## config.mk

```make
export PLATFORM = sky130hd
export DESIGN_NAME = reg_wb_ctrl
export DESIGN_NICKNAME = d
export VERILOG_FILES = /design/src/rtl/reg_wb_ctrl.sv
export SDC_FILE = /design/constraint.sdc
export NUM_CORES = 1
export LEC_CHECK = 0
export CORE_UTILIZATION = 40
export CTS_CLUSTER_SIZE = 14
export DETAILED_ROUTE_END_ITERATION = 8
export PLACE_DENSITY = 0.81
export SKIP_LAST_GASP = 1
export SYNTH_ARGS = -nofsm -noshare
export SYNTH_HDL_FRONTEND = slang
export SYNTH_SLANG_ARGS = --single-unit
```

## constraint.sdc

```tcl
create_clock -name clk -period 4.5 [get_ports clk]
set_input_delay 0.675 -clock clk [delete_from_list [all_inputs] [get_ports clk]]
set_output_delay 0.675 -clock clk [all_outputs]
set_load 0.02 [all_outputs]
```

## src/rtl/reg_wb_ctrl.sv

```systemverilog
// Register writeback controller: tracks pending destination registers, arbitrates
// ALU/LSU results onto the register-file write port and answers operand hazard queries.
module reg_wb_ctrl (
    input  logic        clk,
    input  logic        rst,

    input  logic        issue_valid,
    input  logic [4:0]  issue_rd,
    output logic        issue_ready,

    input  logic        alu_valid,
    input  logic [4:0]  alu_rd,
    input  logic [31:0] alu_data,
    output logic        alu_ready,

    input  logic        lsu_valid,
    input  logic [4:0]  lsu_rd,
    input  logic [31:0] lsu_data,
    output logic        lsu_ready,

    output logic        write_reg,
    output logic [4:0]  target_reg,
    output logic [31:0] write_rd_data,

    input  logic [4:0]  rs1,
    input  logic [4:0]  rs2,
    output logic        rs1_busy,
    output logic        rs2_busy
);

    logic [31:0] pending;
    logic [31:0] pending_nxt;
    logic        acc;
    logic [4:0]  acc_rd;
    logic [31:0] acc_data;
    logic        issue_fire;

    // LSU has fixed priority; the ALU is only offered the port when the LSU is idle.
    always_comb begin
        lsu_ready = rst;
        alu_ready = rst && !lsu_valid;
        acc       = 1'b0;
        acc_rd    = 5'd0;
        acc_data  = 32'd0;
        if (lsu_valid && lsu_ready) begin
            acc      = 1'b1;
            acc_rd   = lsu_rd;
            acc_data = lsu_data;
        end else if (alu_valid && alu_ready) begin
            acc      = 1'b1;
            acc_rd   = alu_rd;
            acc_data = alu_data;
        end
    end

    assign issue_ready = !pending[issue_rd];
    assign issue_fire  = issue_valid && issue_ready && (issue_rd != 5'd0);

    // Clear first, then set: an issue to the register being retired this edge wins.
    always_comb begin
        pending_nxt = pending;
        if (acc) begin
            pending_nxt[acc_rd] = 1'b0;
        end
        if (issue_fire) begin
            pending_nxt[issue_rd] = 1'b1;
        end
        pending_nxt[0] = 1'b0;
    end

    always_ff @(posedge clk or negedge rst) begin
        if (!rst) begin
            pending       <= 32'd0;
            write_reg     <= 1'b0;
            target_reg    <= 5'd0;
            write_rd_data <= 32'd0;
        end else begin
            pending   <= pending_nxt;
            write_reg <= acc && (acc_rd != 5'd0);
            if (acc) begin
                target_reg    <= acc_rd;
                write_rd_data <= acc_data;
            end
        end
    end

    // The write-port term covers the cycle before the register file holds the new value.
    assign rs1_busy = (rs1 != 5'd0) && (pending[rs1] || (write_reg && (target_reg == rs1)));
    assign rs2_busy = (rs2 != 5'd0) && (pending[rs2] || (write_reg && (target_reg == rs2)));

endmodule

```

Yosys cells after proc, flatten, opt, wreduce, memory -nomap -nowiden
Cells that the tools add are included.

Reduce and logical (&&, ||, !) cells: 20. $lt $le $gt $ge: 6. Bitwise gates (word level): 3. Multiplexer cells: 18. Equal/unequal tests: 2.

Operators by type and width (count): 32-bit two-way mux (4); 32-bit bitwise AND (1); 32-bit inverter (1); 32-bit OR (1); 5-bit by 6-bit < comparator with 1-bit output (second input constant) (4); 5-bit nonzero test (4); 1-bit binary-select mux with 5-bit select (3); 1-bit logical AND (12); 1-bit demux with 5-bit select (2); 5-bit equality test (2); 5-bit by 1-bit >= comparator with 1-bit output (second input constant) (2); 5-bit two-way mux (2); 1-bit two-way mux (7); 1-bit zero test (2); 1-bit logical OR (2).

Word-level logic and storage cells: 53. Bits of input ports: 94. Flip-flop bits (word level): 69. Output and inout bits: 43.

Longest topological paths before layout
Depth after elaboration: 14. Gate-level depth with buffers: 8. Mapped depth without buffers: 5.

Worst setup path after synthesis
OpenSTA, ideal clock, no wires.

Path type: input-to-output. From: in rs2[0]. To: out rs2_busy. Arrival time: 2.302 ns. Stages on the path: 6. Buffers on the path: 1. Slack: 1.523 ns. Required time: 3.825 ns. Cell sequence: clkbuf_1 xor2_1 nor4_1 and3_1 o32ai_1 a211oi_1.

Word-level cells in the longest chain between the ends: 4. Elaborated cells on any way between the ends: 7. Those cells by class: eq/ne: 1; mux: 2; reduce/logical: 4.

RTL lines: from (decl) (line 26) `input logic [4:0] rs2,`; 1-bit binary-select mux with 5-bit select / 5-bit equality test (equally long branches) (line 89) `assign rs2_busy = (rs2 != 5'd0) && (pending[rs2] || (write_reg && (target_reg == rs2)));`; 1-bit two-way mux (not written as such) / 1-bit logical AND (equally long branches) (line 89); 1-bit logical OR (line 89); 1-bit logical AND * (line 89); to (decl) (line 28) `output logic rs2_busy`.

Mark *: on every way between the ends. The rest lies on a longest branch, timed or not. The select of a mux whose other input is x is not followed.

Final worst setup path
From: in issue_rd[0]. To: out issue_ready.

Word-level cells in the longest chain between the ends: 3.

RTL lines: from (decl) (line 8) `input logic [4:0] issue_rd,`; 1-bit binary-select mux with 5-bit select (line 56) `assign issue_ready = !pending[issue_rd];`; 1-bit two-way mux (not written as such) (line 56); 1-bit zero test (line 56); to (decl) (line 9) `output logic issue_ready,`.

Every way passes these cells. The select of a mux whose other input is x is not followed.

==> out/results.tsv <==
metric	value	unit
max-slew violation count	0	
Top delay family on crit path	buffers and inverters	
number of vias per cell	5.66	
Max stage delay cell, worst path	clkdlybuf4s50_1	
Cell Chain, Critical Path	clkdlybuf4s50_1 -> mux4_1 -> inv_1 -> o22ai_1 -> or3_1 -> nor2_1 -> clkdlybuf4s50_1	
Initial Util	41.0	%
initial detailed-routing violation count	312	
cell repeated most along the worst path	clkdlybuf4s50_1	
Setup TNS	0	ps
Mapped Area	0.00397	mm²
Setup-failing EPs final	0	
largest net degree at the start of global routing	51	
#FFs+latches synth	69	
Post-synth ARST share	100	%
post-route ant nets	0	
fin crit share	87.5	%
pwr/cell area	371	mW/mm²
first-pass GRT wire length	18.4	mm
average size of a mapped cell	10.1	µm²
initial antenna violation count	1	
achievable frequency	254	MHz
top cell type by total area after synthesis	dfrtp_1	
row count	36	
Worst slew margin	12.3	%
vias in the first global route	3534	
hpwl dp	9.04	mm
fin cells	657	
Top FF cell, synth	dfrtp_1	
critical path's largest stage delay	690	ps
die width	102	µm
Post-synth EDFFs	0	
Multi-input gate area	0.00209	mm²
TritonCTS clock tree	yes	
die area	0.0103	mm²
Fill cells	845	
CTS hold repair buffers	0	
GPL Wtd Cong	0.975	
WP data arrival	3260	ps
Worst EP required	3830	ps
worst-margin pin slew	1320	ps
R2R setup slack	2370	ps
Tmin final	3940	ps
crit path kind	primary input to output port	
Synthesized Nets	488	
post-CTS setup repair buffer count	0	
final global-route overflow total	0	
area share of the largest cell type after synthesis	43.5	%
Worst-Skew Late Latency	350	ps
fin area	0.00560	mm²
Nets	613	
Clock Skew	9.89	ps
final WL	12.1	mm
Register Area	0.00173	mm²
PostCTS Resize Cnt	0	
Num Clock Sinks	69	
status	complete, no violations	
Pleak	0.00232	µW
VDD IR max	0.000152	V
critical path launch point type	primary input	
Syn Inst Count	394	
Worst Path Max Fanout	6	
crit end category	output port	
Fin. Hold Viols	0	
Seq/Total Area, Yosys	43.5	%
deepest clock path buffer count	2	
chip height	102	µm
Netlist cell types	45	
Antenna Cells	0	
Placed Cells	641	
area grow syn2layout	41.0	%
Num CTS Buffers	9	
worst r2r src	pending[9]	
Hold Crit Class	primary input to asynchronous set/reset pin	
Max Cap Viol	0	
Total Routing Usage GR	23.6	%
Critical path origin	issue_rd[0]	
H-tree levels	3	
Ports	137	
Core Area	0.00968	mm²
DRC violations left	0	
Placed Area	0.00541	mm²
Yosys warnings	0	
total power	2080	µW
RSZ-0062 raised after global routing	no	
Area contributors post-synth	dfrtp_1, mux4_2, nand2_1	
IO Port Bufs	136	
clock root buffer	clkbuf_8	
Reg2Reg Depth	6	
WL per Instance	18.3	µm
max reg flops	32	
drt pass-1 iters	5	
worst reg2reg path endpoint	pending[9]	
CTS clk-pin slew, worst paths	80	ps
via count	3718	
Buf/Inv on CP	3	
share of layout cells above drive strength 1	9.54	%
cells by family after synthesis:
family / count (synthesis) / synth area share [%]
flops: 69 / 43.5
simple gates: 137 / 16.8
compound gates: 115 / 18.9
xor+xnor: 10 / 2.20
mux: 30 / 14.6
buf+inv: 33 / 4.00
worst register-to-register path: stages, from the launching register on:
cell and delay (ps):
dfrtp_1 450, mux4_1 520, inv_1 70, o22ai_1 70, or3_1 370, buf_4 230
o31ai_1 300
cells in the mapped netlist, drive strengths merged (4+ instances only):
master,number
nand2,81
dfrtp,69
o21ai,43
a22oi,32
o31ai,23
mux4,21
clkbuf,20
nand3b,9
buf,8
nor2,8
xor2,8
and2,6
mux2i,6
and3b,5
nand3,5
or3,5
a21oi,4
inv,4
or3b,4
area by class of cell:
class	instances	share of cell area (%)
Multi-Input combinational cell	292	37.3
Timing Repair Buffer	142	25.1
Sequential cell	69	30.8
Clock inverter	7	1.32
Inverter	5	0.335
Tap cell	133	2.97
Clock buffer	9	2.21
cells in the final DEF (no fill, tap or decap), types with 7 or more instances in the layout:
master,instances
buf_4,7
o31ai_1,22
clkbuf_8,9
xor2_1,8
a22oi_1,32
mux4_2,17
nor2_1,7
o21ai_0,42
dfrtp_1,69
nand3b_1,9
nand2_1,81
clkdlybuf4s50_1,135
worst max-delay path by stage:
stage | to | slack [ps] | cells after the start
after global routing | rs1_busy | 360 | 7
after CTS | rs1_busy | 540 | 7
after detailed placement | rs1_busy | 540 | 7
final | issue_ready | 560 | 7
after floorplan | rs2_busy | 1520 | 6
after global placement | rs1_busy | 590 | 7
per-stage QoR:
stage	util [%]	hold slack (ps)	worst slack, ps
2_1_floorplan	-	379	1520
3_3_place_gp	55.8	456	589
3_5_place_dp	55.8	462	542
4_1_cts	57.9	353	541
5_1_grt	57.9	374	364
6_report	57.9	333	560
power by group:
group          leakage, µW  switching [µW]  internal, µW
Clock            0.0000996             251           257
Sequential        0.000843             136           749
Combinational      0.00138             316           372
per-layer routing:
metal  share of wire, %  vias to the layer above  global-route usage, %
met4                1.9                        2                   11.0
met1                 41                     1834                   29.9
met3                6.0                       19                   4.62
met2                 51                      143                   39.0
li1                   -                     1720                      -
met5               0.10                        -                      0
Power figures use the tool's default switching activity.
